--- config.mk ---
export PLATFORM = sky130hd
export DESIGN_NAME = cpu_fsm_controller
export DESIGN_NICKNAME = d
export VERILOG_FILES = /design/src/rtl/cpu_fsm_controller.sv
export SDC_FILE = /design/constraint.sdc
export NUM_CORES = 1
export LEC_CHECK = 0
export BUFFER_PORTS_ARGS = -buffer_cell sky130_fd_sc_hd__buf_2
export CORE_MARGIN = 2
export CORE_UTILIZATION = 25
export DETAILED_ROUTE_END_ITERATION = 12
export PLACE_DENSITY = 0.48
export SYNTH_ARGS = -nofsm -noshare
export SYNTH_HDL_FRONTEND = slang
export SYNTH_SLANG_ARGS = --single-unit
--- constraint.sdc ---
create_clock -name clk -period 3.6 [get_ports clk]
set_clock_uncertainty 0.05 [all_clocks]
set_input_delay 0.36 -clock clk [delete_from_list [all_inputs] [get_ports clk]]
set_output_delay 0.36 -clock clk [all_outputs]
set_load 0.005 [all_outputs]
--- src/rtl/cpu_fsm_controller.sv ---
// Moore sequencer for the Simple RISC Machine datapath (MOV, ADD, CMP, AND, MVN).
// Define FSM_ILLEGAL_TRAP_EN to latch illegal instructions into a sticky TRAP state.
module cpu_fsm_controller (
    input  logic       clk,
    input  logic       reset,
    input  logic       s,
    input  logic [2:0] opcode,
    input  logic [1:0] op,
    output logic       w,
    output logic [2:0] nsel,
    output logic [1:0] vsel,
    output logic       write,
    output logic       loada,
    output logic       loadb,
    output logic       loadc,
    output logic       loads,
    output logic       asel,
    output logic       bsel,
    output logic       err
);

`ifdef FSM_ILLEGAL_TRAP_EN
    typedef enum logic [2:0] {
        ST_WAIT, ST_DECODE, ST_WRITE_IMM, ST_GET_A, ST_GET_B, ST_ALU, ST_WRITE_REG, ST_TRAP
    } state_t;
`else
    typedef enum logic [2:0] {
        ST_WAIT, ST_DECODE, ST_WRITE_IMM, ST_GET_A, ST_GET_B, ST_ALU, ST_WRITE_REG
    } state_t;
`endif

    state_t     state_q, state_d;
    logic [2:0] opc_q, opc_d;
    logic [1:0] op_q, op_d;
    logic       w_q, w_d;
    logic [2:0] nsel_q, nsel_d;
    logic [1:0] vsel_q, vsel_d;
    logic       write_q, write_d;
    logic       loada_q, loada_d;
    logic       loadb_q, loadb_d;
    logic       loadc_q, loadc_d;
    logic       loads_q, loads_d;
    logic       asel_q, asel_d;
    logic       bsel_q, bsel_d;
    logic       err_q, err_d;
    logic       is_cmp_d, is_movr_d, is_mvn_d;

    always_comb begin
        state_d = state_q;
        opc_d   = opc_q;
        op_d    = op_q;
        case (state_q)
            ST_WAIT: begin
                if (s) begin
                    state_d = ST_DECODE;
                    opc_d   = opcode;
                    op_d    = op;
                end
            end
            ST_DECODE: begin
                case ({opc_q, op_q})
                    5'b110_10:                      state_d = ST_WRITE_IMM;
                    5'b110_00, 5'b101_11:           state_d = ST_GET_B;
                    5'b101_00, 5'b101_01, 5'b101_10: state_d = ST_GET_A;
`ifdef FSM_ILLEGAL_TRAP_EN
                    default:                        state_d = ST_TRAP;
`else
                    default:                        state_d = ST_WAIT;
`endif
                endcase
            end
            ST_WRITE_IMM: state_d = ST_WAIT;
            ST_GET_A:     state_d = ST_GET_B;
            ST_GET_B:     state_d = ST_ALU;
            ST_ALU:       state_d = ({opc_q, op_q} == 5'b101_01) ? ST_WAIT : ST_WRITE_REG;
            ST_WRITE_REG: state_d = ST_WAIT;
`ifdef FSM_ILLEGAL_TRAP_EN
            ST_TRAP:      state_d = ST_TRAP;
`endif
            default:      state_d = ST_WAIT;
        endcase
    end

    // Outputs are decoded from the next state so they can be registered without lag.
    assign is_cmp_d  = ({opc_d, op_d} == 5'b101_01);
    assign is_movr_d = ({opc_d, op_d} == 5'b110_00);
    assign is_mvn_d  = ({opc_d, op_d} == 5'b101_11);

    always_comb begin
        w_d     = 1'b0;
        nsel_d  = 3'b000;
        vsel_d  = 2'b00;
        write_d = 1'b0;
        loada_d = 1'b0;
        loadb_d = 1'b0;
        loadc_d = 1'b0;
        loads_d = 1'b0;
        asel_d  = 1'b0;
        bsel_d  = 1'b0;
        err_d   = 1'b0;
        case (state_d)
            ST_WAIT: w_d = 1'b1;
            ST_WRITE_IMM: begin
                nsel_d  = 3'b100;
                vsel_d  = 2'b10;
                write_d = 1'b1;
            end
            ST_GET_A: begin
                nsel_d  = 3'b100;
                loada_d = 1'b1;
            end
            ST_GET_B: begin
                nsel_d  = 3'b001;
                loadb_d = 1'b1;
            end
            ST_ALU: begin
                loadc_d = 1'b1;
                asel_d  = is_movr_d | is_mvn_d;
                loads_d = is_cmp_d;
            end
            ST_WRITE_REG: begin
                nsel_d  = 3'b010;
                write_d = 1'b1;
            end
`ifdef FSM_ILLEGAL_TRAP_EN
            ST_TRAP: err_d = 1'b1;
`endif
            default: ;
        endcase
    end

    always_ff @(posedge clk or negedge reset) begin
        if (!reset) begin
            state_q <= ST_WAIT;
            opc_q   <= 3'b000;
            op_q    <= 2'b00;
            w_q     <= 1'b1;
            nsel_q  <= 3'b000;
            vsel_q  <= 2'b00;
            write_q <= 1'b0;
            loada_q <= 1'b0;
            loadb_q <= 1'b0;
            loadc_q <= 1'b0;
            loads_q <= 1'b0;
            asel_q  <= 1'b0;
            bsel_q  <= 1'b0;
            err_q   <= 1'b0;
        end else begin
            state_q <= state_d;
            opc_q   <= opc_d;
            op_q    <= op_d;
            w_q     <= w_d;
            nsel_q  <= nsel_d;
            vsel_q  <= vsel_d;
            write_q <= write_d;
            loada_q <= loada_d;
            loadb_q <= loadb_d;
            loadc_q <= loadc_d;
            loads_q <= loads_d;
            asel_q  <= asel_d;
            bsel_q  <= bsel_d;
            err_q   <= err_d;
        end
    end

    assign w     = w_q;
    assign nsel  = nsel_q;
    assign vsel  = vsel_q;
    assign write = write_q;
    assign loada = loada_q;
    assign loadb = loadb_q;
    assign loadc = loadc_q;
    assign loads = loads_q;
    assign asel  = asel_q;
    assign bsel  = bsel_q;
    assign err   = err_q;

endmodule

# Word-level counts from Yosys, hierarchy flattened
# Cells that the tools add are included.
# Widths: inputs -> output; s select.
# totals
wordCells	54
output_inout_bits	14
n_memories	0
latchBits	0
input_bits	8
register_bits	20
ram_bits	0
romBits	0
# classes
n_addsub	0
bitwise	1
magnitude_cmp	0
eq_ne	18
n_div	0
n_reduce_logical	6
multipliers	0
muxes	17
shift	0
# ops
op	count
$eq 5x5->1 const B	9
$pmux 3 s3	2
$eq 3x3->1 const B	5
$pmux 3 s5	1
$mux 3	4
$eq 3x2->1 const B	3
$mux 1	7
$logic_not 3->1	2
$mux 2	3
$reduce_or 2->1	3
$eq 3x1->1 const B	1
$reduce_or 3->1	1
$or 1x1->1	1

# Logic depth before layout (Yosys ltp)
# Gate-level depths: netlist (run 1).
# depth
word_depth	7
depth_mapped	5
depth_no_buf	4

# Worst setup path before layout (run 1)
# No wires, ideal clock.
# synth_timing
path_kind	reg-to-reg
start	register state_q[1]
end	register asel_q, in the netlist asel
setup_slack_ns	2.057
period_less_slack_ns	1.543
required_ns	3.427
path_buffers	0
stages_incl_launch_ff	4
arrival_time_ns	1.370
setup_time_ns	0.123
path_cell_list	dfrtp_1 nor4b_4 mux2_2 mux2i_1
# synth_between
elab_chain_len	5
word_cells_on_any_way	14
classes_between	eq/ne: 7; mux: 5; bitwise: 1; reduce/logical: 1
# synth_rtl
item	line	source
start: declaration	32	state_t state_q, state_d;
start signal: assignment	149	state_q <= state_d;
$logic_not 3->1 (*)	52	case (state_q)
$mux 3 (*)	52	
named net opc_d[0]	33	logic [2:0] opc_q, opc_d;
$eq 5x5->1 (on tied branches)	86, 87	
$or 1x1->1 (*)	118	asel_d = is_movr_d | is_mvn_d;
$mux 1 (*)	101	case (state_d)
named net asel_d	43	logic asel_q, asel_d;
end signal: assignment	160	asel_q <= asel_d;
end: declaration	43	
# Mark *: on every way through the listed nets, which the timed path passes. The rest lies on a longest branch.

# Final worst setup path (run 1)
# Ends and elaborated chain as after synthesis.

==> reports/qor.yml, run 1 <==
clock_network:
  cts_buffers: 3
  tritoncts: "done"
  htree_levels: 1
  root_buffer: "clkbuf_4"
  cts_buffer_depth: 2
  clk_pin_slew_ns: 0.11
  clk_latency_ns: 0.30
  clock-sinks: 18
  cts_resized: 0
synth:
  yosys_warnings: 0
  syn_area_um2: 821
  synth_cells: 69
  synth-main-ff-cell: "dfrtp_1"
  synth_top_family_by_area: "simple AND/OR/NAND/NOR gates"
  postSynth.asyncResetShare_pct: 100
  synth_seq_area_share_pct: 55.0
  syn_avg_cell_area_um2: 11.9
  synth_cell_types: 33
  synth_mux_area_share_pct: 8.54
  synth_compound_area_share_pct: 6.71
  synth_xor_xnor_area_share_pct: 0
  synthAdderAreaFrac_pct: 0
  synth-simple-area-share_pct: 23.2
  synth_edf_count: 0
  ys_ff_latch: 18
critical_path:
  crit_path_max_incr_delay_ns: 0.52
  path_buf_inv: 0
  cp_slowest_cell: "nor4b_4"
  crit_type: "flop to flop"
  path_delay_family: "multiplexers"
  critPathArrivalTime_ns: 1.84
  rr_startpoint: "state_q[1]$_DFF_PN0_"
  crit_chain: "nor4b_4 > mux2_2 > mux2i_1"
  required_ns: 3.75
  cp-start-kind: "flop"
  cp-startpoint: "state_q[1]$_DFF_PN0_"
  cp-end-kind: "flop"
  crit_fanout: 7
global_route:
  overflow: 0
  grt_antenna_before_repair: 0
  grtUsageMet2_pct: 14.0
  grt_pass1_wl_um: 2550
  grt_start_max_net_pins: 19
  first_global_vias: 522
  grt_use_total_pct: 9.69
  grtUsageMet1_pct: 12.7
  gr-usage-met3_pct: 2.52
  grt.busiest_layer: "met2"
min_path:
  worstHoldStart: "opcode[1]"
  hold_class: "input pin to flop"
die:
  coreArea_um2: 3080
  dieArea_um2: 3760
  die_h_um: 61.3
  placementRows: 20
  die_w_um: 61.3
  initial_core_util_pct: 26.7
  io-pin-count: 22
final_layout:
  mostFrequentLayoutCell: "buf_2"
  nets: 97
  layout-drive-gt1-share_pct: 36.4
  diodes: 0
  areaGrowthSynthToFinish_pct: 19.1
  final_cell_mix: "buf_2, dfrtp_1, nand2_1, nor2_1, mux2_2"
  fin_area_um2: 977
place:
  io_buffers: 18
  place_area_um2: 931
  gp_congestion: 0.768
  dpl.hpwl_um: 1110
run:
  max_cap_violations: 0
drt:
  ant_nets: 0
  dr.first_iter.drc_count: 1
  drt_wl_total_um: 1520
  firstDrtPassIters: 3
  avgViaCountPerCell: 4.25
  drc: 0
  drt-wirelength-per-cell_um: 11.5
  vias: 561
pwr:
  powerDensity_nw_per_um2: 764
  finalPower_mw: 0.747
  p_leak_nw: 0.486
  vdd.ir_drop.worst_mv: 0.158
timing:
  final-setup-viol-count: 0
  finalCritPeriodShare_pct: 46.9
  slew_viol_final: 0
  rsz0062_at_grt: "no"
  tns_ns: 0
  hold_viol: 0
  max_freq_mhz: 593
  min_period_ns: 1.69
status:
  status: "finished clean"
## registers in the layout (all words and copies together), names as in the netlist, 2 cells and up
name     cells
nsel         3
state_q      3
opc_q        3
op_q         2
## cells by family (layout without fill, tap and decap cells)
kind of cell,after synthesis,after routing
buf+inv,8,25
compound gates,8,8
flops,18,18
mux,6,6
simple gates,28,28
other cells,1,3
## where the power goes
group	switching (mW)	internal [mW]	leakage (nW)	total, mW
combinational	0.110	0.139	0.233	0.249
clock	0.0698	0.0618	0.0210	0.132
sequential	0.0901	0.276	0.232	0.366
## layer usage
layer	share of wire, %	vias up
li1	-	275
met1	49	265
met2	45	16
met3	2.8	5
met4	3.2	0
met5	0	-
## final timing paths
check	end	slack [ns]	cells after the start
max reg2reg	asel$_DFF_PN0_	1.91	3
min in group asynchronous	nsel[2]$_DFF_PN0_	0.46	2
min reg2reg	opc_q[2]$_DFF_PN0_	0.57	1
max	asel$_DFF_PN0_	1.91	3
min	opc_q[1]$_DFF_PN0_	0.23	2
max in group asynchronous	w$_DFF_PN1_	2.73	2
## per-stage QoR
stage	std cells	hold slack, ns	setup slack, ns	utilization (%)
finish	132	0.228	1.91	31.7
global route	132	0.232	1.81	31.7
CTS	132	0.232	1.90	31.7
detailed placement	127	0.265	1.92	30.2
global placement	127	0.260	1.94	30.2
floorplan	71	0.0144	2.06	-
## worst register-to-register path, delay by kind of cell, from the launching register on
family | cells | cell delay, ns
DFF | 1 | 0.48
muxes | 2 | 0.54
and+or+nand+nor | 1 | 0.52
## final cells by class
| type | count | area, µm² |
|---|---|---|
| clock buffers | 4 | 36.3 |
| flip-flops and latches | 18 | 452 |
| multi-input cells | 45 | 327 |
| fillers | 321 | 2100 |
| well taps | 44 | 55.1 |
| repair buffers | 19 | 100 |
| inverters | 2 | 7.51 |
## synth_stat cells (2+ instances only)
| master | count | area, µm² |
|---|---|---|
| nand2b_1 | 2 | 12.5 |
| nor2b_1 | 2 | 12.5 |
| and2b_2 | 2 | 17.5 |
| buf_4 | 5 | 37.5 |
| mux2_2 | 4 | 45.0 |
| dfrtp_1 | 17 | 425 |
| nand4_1 | 3 | 18.8 |
| nor2_1 | 4 | 15.0 |
| nand2_1 | 4 | 15.0 |
| nand3b_1 | 2 | 15.0 |
| inv_1 | 2 | 7.51 |
## timing repair
item | CTS | global route
hold buffers | 1 | 0
hold endpoints to repair | 17 | 0
buffers inserted | 0 | 0
Note: power is estimated with default switching activity, not from simulation.
==> inputs of run 2 (changes only) <==
--- a/config.mk
+++ b/config.mk
@@ -9,7 +9,7 @@
 export CORE_MARGIN = 2
 export CORE_UTILIZATION = 25
 export DETAILED_ROUTE_END_ITERATION = 12
-export PLACE_DENSITY = 0.48
+export PLACE_DENSITY = 0.5
 export SYNTH_ARGS = -nofsm -noshare
 export SYNTH_HDL_FRONTEND = slang
 export SYNTH_SLANG_ARGS = --single-unit
==> constraint.sdc (replaced) <==
create_clock -name clk -period 1.4 [get_ports clk]
set_clock_uncertainty 0.05 [all_clocks]
set_input_delay 0.14 -clock clk [delete_from_list [all_inputs] [get_ports clk]]
set_output_delay 0.14 -clock clk [all_outputs]
set_load 0.005 [all_outputs]
==> reports/qor.yml, run 2 (same netlist as run 1, synthesis figures left out) <==
die:
  die_w_um: 61.3  # unchanged
  placementRows: 20  # unchanged
  initial_core_util_pct: 26.7  # unchanged
  coreArea_um2: 3080  # unchanged
  die_h_um: 61.3  # unchanged
  io-pin-count: 22  # unchanged
  dieArea_um2: 3760  # unchanged
drt:
  vias: 661  # was 561
  dr.first_iter.drc_count: 6  # was 1
  drt_wl_total_um: 1750  # was 1520 µm
  ant_nets: 0  # unchanged
  wl_met3_um: 93  # was 42 µm
  met1_length_um: 779  # was 748 µm
  avgViaCountPerCell: 4.24  # was 4.25
  met2WireLength_um: 868  # was 680 µm
  routed.top_layer: "met4"  # unchanged
  drc: 0  # unchanged
  drt-wirelength-per-cell_um: 11.2  # was 11.5 µm
  firstDrtPassIters: 4  # was 3
final_layout:
  layout-drive-gt1-share_pct: 58.0  # was 36.4%
  nets: 121  # was 97
  final_cell_mix: "buf_4, buf_2, dfrtp_1, nor2_1, mux2_2"  # was buf_2, dfrtp_1, nand2_1, nor2_1, mux2_2
  finalNonFillerCells: 156  # was 132
  diodes: 0  # unchanged
  fin_area_um2: 1190  # was 977 µm²
  utilization_pct: 38.7  # was 31.7%
  mostFrequentLayoutCell: "buf_4"  # was buf_2
  n_fill_cell: 319  # was 321
  areaGrowthSynthToFinish_pct: 45.0  # was 19.1%
clock_network:
  clk_latency_ns: 0.29  # was 0.30 ns
  htree_levels: 1  # unchanged
  clk_pin_slew_ns: 0.10  # was 0.11 ns
  root_buffer: "clkbuf_4"  # unchanged
  cts_buffer_depth: 2  # unchanged
  tritoncts: "done"  # unchanged
  cts_buffers: 3  # unchanged
  clock-sinks: 18  # unchanged
place:
  place_area_um2: 1090  # was 931 µm²
  dpl.hpwl_um: 1320  # was 1110 µm
  post-place-ws_ns: -0.170  # was 1.92 ns
  dp_cells: 148  # was 127
  gp_congestion: 0.769  # was 0.768
  io_buffers: 18  # unchanged
global_route:
  grt_use_total_pct: 10.7  # was 9.69%
  grt_pass1_wl_um: 2930  # was 2550 µm
  overflow: 0  # unchanged
  first_global_vias: 634  # was 522
  grt_antenna_before_repair: 0  # unchanged
  grt_start_max_net_pins: 19  # unchanged
status:
  violations: "negative setup slack"
  status: "finished with violations"  # was finished clean
pwr:
  powerDensity_nw_per_um2: 2040  # was 764 nW/µm²
  p_leak_nw: 0.607  # was 0.486 nW
  vdd.ir_drop.worst_mv: 0.811  # was 0.158 mV
  finalPower_mw: 2.43  # was 0.747 mW
critical_path:
  cp-end-kind: "flop"  # unchanged
  cp-start-kind: "flop"  # unchanged
  rrSetupSlack_ns: -0.12  # was 1.91 ns
  required_ns: 1.54  # was 3.75 ns
  crit_type: "flop to flop"  # unchanged
  critPathArrivalTime_ns: 1.66  # was 1.84 ns
  crit_fanout: 4  # was 7
timing:
  final-setup-viol-count: 7  # was 0
  slew_viol_final: 0  # unchanged
  max_freq_mhz: 656  # was 593 MHz
  min_period_ns: 1.52  # was 1.69 ns
  hold_ws_ns: 0.0275  # was 0.228 ns
  hold_viol: 0  # unchanged
  finalCritPeriodShare_pct: 109  # was 46.9%
  rsz0062_at_grt: "yes"  # was no
  setup_ws_ns: -0.125  # was 1.91 ns
  tns_ns: -0.566  # was 0 ns
run:
  max_cap_violations: 0  # unchanged
min_path:
  hold_class: "input pin to flop"  # unchanged
[run 2: cell count changes in the layout (fill, tap and decap cells not counted), sizes merged]
cell	previous run	this run
buf	18	42
[run 2: final timing paths]
check / startpoint / to / cells after the start
setup / recovery: state_q[1]$_DFF_PN0_ / asel$_DFF_PN0_ / 4
hold / removal: opcode[1] / opc_q[1]$_DFF_PN0_ / 2
setup reg to reg: state_q[1]$_DFF_PN0_ / asel$_DFF_PN0_ / 4
hold reg to reg: state_q[1]$_DFF_PN0_ / nsel[1]$_DFF_PN0_ / 2
max in group asynchronous: reset / w$_DFF_PN1_ / 2
min in group asynchronous: reset / nsel[2]$_DFF_PN0_ / 2
[run 2: final cells by class]
cell class                      instances  area [µm²]  area share [%]
Clock buffer                            4        36.3            3.05
Tap cell                               44        55.1            4.63
Sequential cell                        18         454            38.2
Timing Repair Buffer                   43         280            23.6
Inverter                                2        7.51           0.631
Multi-Input combinational cell         45         357            30.0
[run 2: metal layers]
| metal | up-vias | global-route usage, % |
|---|---|---|
| li1 | 321 | - |
| met2 | 21 | 17.9 |
| met3 | 2 | 3.78 |
| met1 | 317 | 13.6 |
| met4 | 0 | 1.86 |
| met5 | - | 0 |
[run 2: report_power, final]
| group | switching (mW) | internal, mW | leakage, nW |
|---|---|---|---|
| Clock | 0.162 | 0.158 | 0.0210 |
| Sequential | 0.163 | 0.717 | 0.229 |
| Combinational | 0.482 | 0.751 | 0.358 |
| Total | 0.806 | 1.63 | 0.607 |
[run 2: what timing repair did]
item | 4_1_cts | 5_1_grt
endpoints found under the hold margin | 17 | 0
resized for setup | 3 | 7
pin swaps | 2 | 4
setup buffers | 2 | 1
endpoints found under the setup margin | 11 | 15
hold buffers | 1 | 0
[run 2: critical path: stages (launching register included)]
cell	delay [ns]
dfrtp_2	0.45
nor4b_4	0.27
buf_4	0.18
mux2_2	0.35
mux2i_1	0.12
